==> config.mk <==
export PLATFORM = sky130hd
export DESIGN_NAME = mips_pipeline_ctrl
export DESIGN_NICKNAME = d
export VERILOG_FILES = /design/src/rtl/mips_pipeline_ctrl.sv
export SDC_FILE = /design/constraint.sdc
export NUM_CORES = 1
export LEC_CHECK = 0
export BUFFER_PORTS_ARGS = -buffer_cell sky130_fd_sc_hd__buf_2
export CAP_MARGIN = 5
export CELL_PAD_IN_SITES_DETAIL_PLACEMENT = 1
export CELL_PAD_IN_SITES_GLOBAL_PLACEMENT = 1
export CORE_MARGIN = 2
export CORE_UTILIZATION = 30
export CTS_CLUSTER_DIAMETER = 40
export CTS_CLUSTER_SIZE = 30
export DETAILED_ROUTE_END_ITERATION = 8
export GPL_TIMING_DRIVEN = 0
export HOLD_SLACK_MARGIN = 0.08
export PLACE_DENSITY = 0.75
export SETUP_SLACK_MARGIN = 0.02
export SYNTH_ARGS = -nofsm -noshare
export SYNTH_HDL_FRONTEND = slang
export SYNTH_SLANG_ARGS = --single-unit
==> constraint.sdc <==
create_clock -name clock -period 2.2 [get_ports clock]
set_clock_uncertainty 0.2 [all_clocks]
set_input_delay 0.22 -clock clock [delete_from_list [all_inputs] [get_ports clock]]
set_output_delay 0.22 -clock clock [all_outputs]
set_load 0.005 [all_outputs]
==> src/rtl/mips_pipeline_ctrl.sv <==
// Pipeline sequencer for the 5-stage MIPS64 core.
// It turns hazard and decode status into per-stage stall, bubble and flush
// controls, the PC source select, and the CP0 exception and ERET commit pulses.
// A 4-state FSM handles multi-cycle data-memory waits, which raise a bus error
// on timeout, and one-cycle exception-entry and ERET-return sequences.
//
// Handshake: the data memory completes an access in any cycle where
// mem_req & mem_ready are both high. While the FSM waits, the MEM stage and
// everything upstream are held, and nothing retires into MEM/WB.
module mips_pipeline_ctrl #(
  parameter int MEM_TIMEOUT = 16,
  parameter int CNT_W       = $clog2(MEM_TIMEOUT + 1)
) (
  input  logic       clock,
  input  logic       reset_n,
  input  logic       id_valid,
  input  logic       id_except,
  input  logic       id_eret,
  input  logic       id_jump,
  input  logic [4:0] id_rs,
  input  logic [4:0] id_rt,
  input  logic       id_uses_rs,
  input  logic       id_uses_rt,
  input  logic       ex_load,
  input  logic [4:0] ex_rd,
  input  logic       ex_branch_taken,
  input  logic       mem_req,
  input  logic       mem_ready,
  input  logic       irq,
  input  logic       exl,
  output logic       stall_if,
  output logic       stall_id,
  output logic       flush_if,
  output logic       bubble_ex,
  output logic       stall_mem,
  output logic       kill_mem,
  output logic [1:0] pc_sel,
  output logic       exc_take,
  output logic [4:0] exc_code,
  output logic       eret_take,
  output logic [1:0] state
);

  typedef enum logic [1:0] {
    S_RUN      = 2'd0,
    S_MEM_WAIT = 2'd1,
    S_EXC      = 2'd2,
    S_ERET     = 2'd3
  } state_t;

  localparam logic [4:0] CODE_INT = 5'd0;
  localparam logic [4:0] CODE_DBE = 5'd7;
  localparam logic [4:0] CODE_RI  = 5'd10;
  localparam logic [CNT_W-1:0] CNT_MAX = CNT_W'(MEM_TIMEOUT);

  state_t           state_q;
  logic [CNT_W-1:0] cnt_q;
  logic [4:0]       exc_code_q;

  logic mem_stall;
  logic ri_req;
  logic exc_req;
  logic eret_req;
  logic load_use;

  // RUN-state hazard terms. A $zero destination never creates a dependency.
  assign mem_stall = mem_req & ~mem_ready;
  assign ri_req    = id_valid & id_except;
  assign exc_req   = ri_req | (irq & ~exl);
  assign eret_req  = id_valid & id_eret;
  assign load_use  = ex_load & (ex_rd != 5'd0) &
                     ((id_uses_rs & (id_rs == ex_rd)) |
                      (id_uses_rt & (id_rt == ex_rd)));

  // FSM: state, wait counter and latched exception code.
  always_ff @(posedge clock) begin
    if (!reset_n) begin
      state_q    <= S_RUN;
      cnt_q      <= '0;
      exc_code_q <= CODE_INT;
    end else begin
      case (state_q)
        S_RUN: begin
          if (mem_stall) begin
            state_q <= S_MEM_WAIT;
            cnt_q   <= CNT_W'(1);
          end else if (ex_branch_taken) begin
            // The ID instruction is wrong-path; its requests are dropped.
            state_q <= S_RUN;
          end else if (exc_req) begin
            exc_code_q <= ri_req ? CODE_RI : CODE_INT;
            state_q    <= S_EXC;
          end else if (eret_req) begin
            state_q <= S_ERET;
          end
        end
        S_MEM_WAIT: begin
          if (mem_ready) begin
            state_q <= S_RUN;
            cnt_q   <= '0;
          end else if (cnt_q == CNT_MAX) begin
            exc_code_q <= CODE_DBE;
            state_q    <= S_EXC;
          end else begin
            cnt_q <= cnt_q + CNT_W'(1);
          end
        end
        S_EXC:   state_q <= S_RUN;
        S_ERET:  state_q <= S_RUN;
        default: state_q <= S_RUN;
      endcase
    end
  end

  // Combinational control decode from state, registers and hazard inputs.
  always_comb begin
    stall_if  = 1'b0;
    stall_id  = 1'b0;
    flush_if  = 1'b0;
    bubble_ex = 1'b0;
    stall_mem = 1'b0;
    kill_mem  = 1'b0;
    pc_sel    = 2'b00;
    exc_take  = 1'b0;
    exc_code  = 5'd0;
    eret_take = 1'b0;
    if (reset_n) begin
      case (state_q)
        S_RUN: begin
          if (mem_stall) begin
            stall_if  = 1'b1;
            stall_id  = 1'b1;
            stall_mem = 1'b1;
          end else if (ex_branch_taken) begin
            flush_if  = 1'b1;
            bubble_ex = 1'b1;
          end else if (exc_req || eret_req) begin
            stall_if  = 1'b1;
            bubble_ex = 1'b1;
          end else if (load_use) begin
            stall_if  = 1'b1;
            stall_id  = 1'b1;
            bubble_ex = 1'b1;
          end else if (id_jump) begin
            flush_if = 1'b1;
          end
        end
        S_MEM_WAIT: begin
          // The completing cycle releases the pipeline immediately.
          if (!mem_ready) begin
            stall_if  = 1'b1;
            stall_id  = 1'b1;
            stall_mem = 1'b1;
          end
        end
        S_EXC: begin
          exc_take  = 1'b1;
          exc_code  = exc_code_q;
          pc_sel    = 2'b01;
          flush_if  = 1'b1;
          bubble_ex = 1'b1;
          // A bus error must not let the faulting access retire.
          kill_mem  = (exc_code_q == CODE_DBE);
        end
        S_ERET: begin
          eret_take = 1'b1;
          pc_sel    = 2'b10;
          flush_if  = 1'b1;
          bubble_ex = 1'b1;
        end
        default: ;
      endcase
    end
  end

  assign state = reset_n ? state_q : S_RUN;

endmodule

==> impl_summary.txt, run 1 <==
----------------------------------------------------
[Clock network]
  TritonCTS sink count ... 10
  Clock-pin slew of the registers on the worst-case setup and hold paths ... 0.06 ns
  Maximum buffer depth of the clock tree ... 2
  Worst-skew pair later-pin latency ... 0.26 ns
  Clock tree from TritonCTS ... built
  Clock Root Buffer ... sky130_fd_sc_hd__clkbuf_4
  Cts bufs inserted ... 3
  H-tree levels ... 1

[STA]
  Post-route setup TNS ... 0 ns
  Final cycle utilization of the critical path ... 97.5%
  Crit path time final ... roughly 2.1 ns
  Number of hold-slack violations in the final timing report ... 0
  Smallest hold slack ... 0.0901 ns
  Final-report max-slew violation count ... 0
  Final number of setup-violating endpoints ... 0
  PnR worst setup slack ... around 0.056 ns
  RSZ-0062 raised after global routing ... true
  Highest clock frequency the design can meet ... 466 MHz

[Detailed routing]
  Total wirelength of the detailed-routed design ... around 2800 µm
  Pre-antenna DRT Iters ... 4
  Count of routing violations after the opening detailed-route iteration ... 12
  Vias/cell ... 5.16
  Average detailed-routed wire length per instance ... 14.4 µm
  Via count ... 1,017
  Post-route DRC ... 0
  Count of nets left with antenna violations after detail routing ... 0

[Yosys]
  Number of nets in the synthesized netlist ... approximately 150
  Number of synthesized flops with an enable pin ... 0
  Synth warnings ... 0
  Top cells by instance count after synthesis ... sky130_fd_sc_hd__nand2_1, sky130_fd_sc_hd__xnor2_1, sky130_fd_sc_hd__nor2_1
  Synthesized area divided by synthesized cell count ... 7.56 µm²
  Largest area contributor in the netlist ... sky130_fd_sc_hd__dfxtp_1
  Most used flip-flop cell after synthesis ... sky130_fd_sc_hd__dfxtp_1
  Proportion of netlist area held by the largest area contributor ... a little under a quarter
  Library cells used by synthesis ... 40
  Gate count of the mapped netlist ... 115
  Post-Synthesis Cell Area ... 870 µm²
  Dominant cells by area after synthesis ... sky130_fd_sc_hd__dfxtp_1, sky130_fd_sc_hd__xnor2_1, sky130_fd_sc_hd__nand2_1
  Seq cells post-synth ... 10
  Fraction of the yosys area taken by sequential cells ... 23.0%
  Asr flop ratio synth ... 0%

[Die]
  Die extent in x ... slightly below 60 µm
  Floorplan die area ... 0.00335 mm²
  Starting density of the core ... 31.5%
  Y dimension of the die ... 57.8 µm
  Io pins ... 46
  Placeable core region ... 0.00276 mm²
  Placement Rows ... 19

[Final layout]
  Antenna Diode Count ... 0
  Util after Layout ... a little over two fifths
  Synth-to-layout area growth ... 37.6%
  Final Non-Filler Cells ... 197
  Number of nets in the layout ... 199
  Ratio of cells with drive above 1 in the final layout ... 33.7%

[Place]
  # placed instances ... about 190
  Estimated wirelength of the detail-placed design ... 2110 µm
  IO Port Bufs ... 43
  Worst setup timing slack at the placement stage ... 0.0940 ns
  RD Place Congestion ... about 0.8

[Outcome]
  Run status ... completed

[Worst setup path]
  Data arrival time of the critical path ... 1.72 ns
  Required time worst endpoint ... about 1.8 ns
  RR Startpoint ... state_q[0]
  Category of the critical setup timing path ... in -> out
  Critical R2R Capture ... exc_code_q[3]
  Nature of the critical path startpoint ... input port
  Crit end category ... primary output
  Crit Path Max Fanout ... 3
  Setup slack of the worst register-to-register path ... 0.12 ns
  Worst Reg-to-Reg Cells ... 5

[Min path]
  Hold Crit Start ... reset_n
  Worst min-delay path category ... in -> reg
  WHS Path Cells ... 2
  Endpoint of the worst hold-timing path ... state_q[1]

[Global route]
  Combined global-route utilization of all metal layers ... 17.8%
  Global-route wire length before repair ... between 4000 and 5000 µm
  Number of antenna violations at the first check in global routing ... 0
  Remaining global-route overflow ... 0
  Maximum number of pins on one net before global-route repair ... 11
  Number of global-route vias before repair ... 1,039

[Power and ir drop]
  Total power divided by cell area ... ~410 mW/mm²
  Worst ir drop on vdd ... 0.308 mV
  Leak Pwr ... roughly 0.56 nW

[Flow run]
  Maximum capacitance violations ... 0

----------------------------------------------------
[power by group]
part	total [W]	internal [W]	switching, W
Clock	0.000122	0.0000631	0.0000590
Sequential	0.000197	0.000189	0.00000748
Combinational	0.000170	0.0000834	0.0000866
[worst max-delay path, stage by stage]
cell and delay [ns]:
sky130_fd_sc_hd__dlygate4sd3_1 0.54, sky130_fd_sc_hd__buf_2 0.13, sky130_fd_sc_hd__o21ai_0 0.11, sky130_fd_sc_hd__nand2_1 0.11, sky130_fd_sc_hd__a211o_1 0.30, sky130_fd_sc_hd__a21o_1 0.19
sky130_fd_sc_hd__buf_2 0.12
[logic make-up after synthesis]
group | Yosys count | share of synthesized area [%]
XOR/XNOR | 12 | 12.1
AND/OR/NAND/NOR | 58 | 38.1
multiplexers | 2 | 2.30
flip-flops | 10 | 23.0
adder cells (fa/ha/maj) | 2 | 2.88
buffers and inverters | 9 | 6.33
AO/OA/AOI/OAI | 21 | 14.8
other | 1 | 0.431
[state kept, by name (all words and copies together) (netlist names)]
| signal | cells |
|---|---|
| cnt_q | 5 |
| state_q | 2 |
| exc_code_q | 3 |
[what timing repair did]
item,4_1_cts,5_1_grt
buffers inserted,0,1
resized for setup,0,1
endpoints found under the setup margin,0,2
endpoints found under the hold margin,2,0
hold buffers,4,0
[metrics by stage]
| stage | power [W] | instance area [µm²] |
|---|---|---|
| floorplan | 0.000295 | 870 |
| global placement | 0.000354 | 1120 |
| detailed placement | 0.000360 | 1120 |
| CTS | 0.000490 | 1190 |
| global route | 0.000524 | 1200 |
| finish | 0.000489 | 1200 |
[layout make-up]
cell class                      instances  area [µm²]
Fill cell                             371        1560
Inverter                                3        11.3
Multi-Input combinational cell         96         617
Sequential cell                        10         200
Clock buffer                            3        22.5
Timing Repair Buffer                   48         263
Tap cell                               31        38.8
Buffer                                  6        43.8
[layout by cell type (no fill, tap or decap), types with 3 or more instances in the layout]
cell                            instances
sky130_fd_sc_hd__buf_2                 43
sky130_fd_sc_hd__xnor2_1               12
sky130_fd_sc_hd__nand2_1               12
sky130_fd_sc_hd__nor2_1                11
sky130_fd_sc_hd__dfxtp_1               10
sky130_fd_sc_hd__a21oi_1                7
sky130_fd_sc_hd__o21ai_0                6
sky130_fd_sc_hd__and2_1                 4
sky130_fd_sc_hd__nor3_1                 4
sky130_fd_sc_hd__buf_4                  4
sky130_fd_sc_hd__dlygate4sd3_1          4
sky130_fd_sc_hd__inv_1                  3
sky130_fd_sc_hd__nor2b_1                3
sky130_fd_sc_hd__nand4_1                3
sky130_fd_sc_hd__clkbuf_4               3
[how the worst max path moves through the flow]
stage / startpoint / to / slack (ns) / cells after the start
after global placement: ex_rd[1] / bubble_ex / 0.11 / 6
after floorplan: cnt_q[0] / cnt_q[0] / 0.39 / 6
after global routing: ex_rd[1] / bubble_ex / -0.02 / 6
final: id_valid / bubble_ex / 0.06 / 7
after detailed placement: ex_rd[1] / bubble_ex / 0.09 / 6
after CTS: ex_rd[1] / bubble_ex / 0.08 / 6
[metal layers]
| metal | wire [µm] | global-route usage (%) | vias up | part of all wire [%] |
|---|---|---|---|---|
| met5 | 0 | 0 | - | 0 |
| li1 | - | - | 503 | - |
| met3 | 129 | 2.01 | 5 | 4.6 |
| met2 | 1510 | 32.6 | 28 | 53 |
| met1 | 1140 | 20.6 | 481 | 40 |
| met4 | 43 | 7.97 | 0 | 1.5 |
Power figures use the tool's default switching activity.
==> inputs of run 2 (changes only) <==
Settings changed: BUFFER_PORTS_ARGS -buffer_cell sky130_fd_sc_hd__buf_2 to -buffer_cell sky130_fd_sc_hd__clkbuf_2, CORE_UTILIZATION 30 to 27, PLACE_DENSITY 0.75 to 0.71.
Clock period 2.2 ns to 1.92 ns, I/O delays scaled along.
==> run 2 against run 1 <==
Effect of this change:
- the run now ends with negative setup slack left
- core utilization is 0.55 points lower
- setup slack worse by 0.057 ns
- total power is 18% higher
- register-to-register slack worse by 0.02 ns
- first-iteration DRC count grew to 4.4 times the previous value
- non-clock buffer count is 3 higher
- clock power is 16% higher
- routed wire length is 3.2% lower
- sequential power is 15% higher
- combinational power is 24% higher
- critical endpoint unchanged
- highest routed layer unchanged
==> impl_summary.txt, run 2 (same netlist as run 1, synthesis figures left out) <==
----------------------------------------------------
[Outcome]
  Run status ... finished, violations left
  Violations in the final reports ... negative setup slack

[Place]
  RD Place Congestion ... about 0.75
  Post-place instance area ... 0.00114 mm²
  Estimated wirelength of the detail-placed design ... 2150 µm
  # placed instances ... 202
  IO Port Bufs ... 43

[Power and ir drop]
  Leak Pwr ... roughly 0.6 nW
  Worst ir drop on vdd ... 0.224 mV
  Total power divided by cell area ... 443 mW/mm²
  PnR Total Power ... between 0.0005 and 0.0006 W

[Global route]
  Combined global-route utilization of all metal layers ... between 15 and 20%
  Remaining global-route overflow ... 0
  GR Layer Usage met1 ... 16.3%
  Global-route wire length before repair ... 4330 µm
  Number of antenna violations at the first check in global routing ... 0
  Fraction of met2 tracks used by global routing ... 31.0%
  Maximum number of pins on one net before global-route repair ... 11
  Busiest metal layer after global routing ... met2
  Number of global-route vias before repair ... 1,043
  Met3 track demand over resource in global routing ... roughly 1.5%

[Final layout]
  Number of flip-flops under the largest register name ... 5
  Registers with the highest flip-flop counts ... cnt_q (5), exc_code_q (3), state_q (2)
  Final Instance Area ... 0.00131 mm²
  Most common library cell in the layout ignoring fill and taps ... sky130_fd_sc_hd__clkbuf_2
  Final Non-Filler Cells ... 213
  Util after Layout ... between 40% and 50%
  Top register by number of flip-flops ... cnt_q
  Number of nets in the layout ... between 200 and 250
  Highest-count cells in the layout ignoring fill and taps ... sky130_fd_sc_hd__clkbuf_2, sky130_fd_sc_hd__xnor2_1, sky130_fd_sc_hd__nand2_1
  Synth-to-layout area growth ... 50.4%
  Ratio of cells with drive above 1 in the final layout ... 45.0%
  Antenna Diode Count ... 0

[Worst setup path]
  Max stage delay cell, worst path ... sky130_fd_sc_hd__or4_4
  Crit end category ... primary output
  Crit Path Max Fanout ... 2
  Category of the critical setup timing path ... in -> out
  Maximum single-stage delay on the critical path ... 0.51 ns
  Required time worst endpoint ... between 1.5 and 2 ns
  CP cell instances ... clkbuf_8 > or4_4 > o21a_1 > a211o_1 > a21o_1 > clkbuf_2
  Largest delay share family, worst path ... compound AO/OA/AOI/OAI gates
  Data arrival time of the critical path ... 1.53 ns
  Count of buffer and inverter cells on the critical path ... 2
  Nature of the critical path startpoint ... input port

[STA]
  Smallest hold slack ... 0.159 ns
  Crit path time final ... between 1.5 and 2 ns
  Highest clock frequency the design can meet ... 520 MHz
  Number of hold-slack violations in the final timing report ... 0
  Final-report max-slew violation count ... 0
  RSZ-0062 raised after global routing ... true
  Final cycle utilization of the critical path ... 100%
  PnR worst setup slack ... -0.00138 ns
  Final number of setup-violating endpoints ... 1
  Slew @ Worst Pin ... a little under 0.5 ns
  Max_slew headroom ... 67.1%

[Detailed routing]
  Count of nets left with antenna violations after detail routing ... 0
  Vias/cell ... approximately 4.8
  Via count ... 1,021
  Count of routing violations after the opening detailed-route iteration ... 53
  Post-route DRC ... 0
  Average detailed-routed wire length per instance ... approximately 13 µm
  Total wirelength of the detailed-routed design ... 2740 µm
  Pre-antenna DRT Iters ... 4

[Clock network]
  Clock tree from TritonCTS ... built
  Cts bufs inserted ... 3
  TritonCTS sink count ... 10
  Clock-pin slew of the registers on the worst-case setup and hold paths ... approximately 0.06 ns
  Clock Root Buffer ... sky130_fd_sc_hd__clkbuf_4
  H-tree levels ... 1
  Worst-skew pair later-pin latency ... 0.26 ns
  Maximum buffer depth of the clock tree ... 2

[Die]
  Io pins ... 46
  Y dimension of the die ... 60.8 µm
  Starting density of the core ... around 28%
  Die extent in x ... 60.8 µm
  Floorplan die area ... 0.00369 mm²
  Placement Rows ... 20
  Placeable core region ... ~0.0031 mm²

[Min path]
  Worst min-delay path category ... in -> reg

[Flow run]
  Maximum capacitance violations ... 0

----------------------------------------------------
[run 2: through the flow]
stage | setup WS [ns] | setup TNS (ns)
floorplan | 0.111 | 0
global placement | -0.0944 | -0.111
detailed placement | -0.0929 | -0.155
CTS | -0.0231 | -0.0231
global route | -0.0302 | -0.0599
finish | -0.00138 | -0.00138
[run 2: timing repair]
item	CTS	global route
hold buffers	3	0
buffers inserted	3	2
resized for setup	10	11
endpoints found under the setup margin	8	10
endpoints found under the hold margin	5	0
pin swaps	5	8
[run 2: final timing paths]
check | start | to | slack [ns] | cells after the start
max | ex_rd[4] | bubble_ex | -0.001 | 6
min | ex_branch_taken | exc_code_q[3] | 0.16 | 4
max reg2reg | cnt_q[0] | cnt_q[0] | 0.10 | 6
min reg2reg | exc_code_q[1] | exc_code_q[1] | 0.31 | 2
[run 2: layout make-up]
cell class	count	area (µm²)
inverters	3	11.3
plain buffers	6	46.3
flip-flops and latches	10	205
well taps	44	55.1
multi-input cells	96	676
clock buffers	3	22.5
repair buffers	51	292
fillers	414	1750
[run 2: worst min-delay path, stage by stage]
cell and delay, ns:
sky130_fd_sc_hd__clkbuf_2 0.15, sky130_fd_sc_hd__nor4_2 0.08, sky130_fd_sc_hd__nand4_1 0.09, sky130_fd_sc_hd__a21oi_1 0.06
[run 2: metal layers]
metal,up-vias,routed length (µm)
met3,7,119
met5,-,0
li1,509,-
met4,0,44
met2,24,1470
met1,481,1110
[run 2: where the power goes]
group / leakage [nW] / internal, W / total, W / switching (W)
combinational: 0.489 / 0.000105 / 0.000211 / 0.000105
sequential: 0.0829 / 0.000218 / 0.000227 / 0.00000868
clock: 0.0138 / 0.0000723 / 0.000141 / 0.0000684
total: 0.586 / 0.000396 / 0.000579 / 0.000182
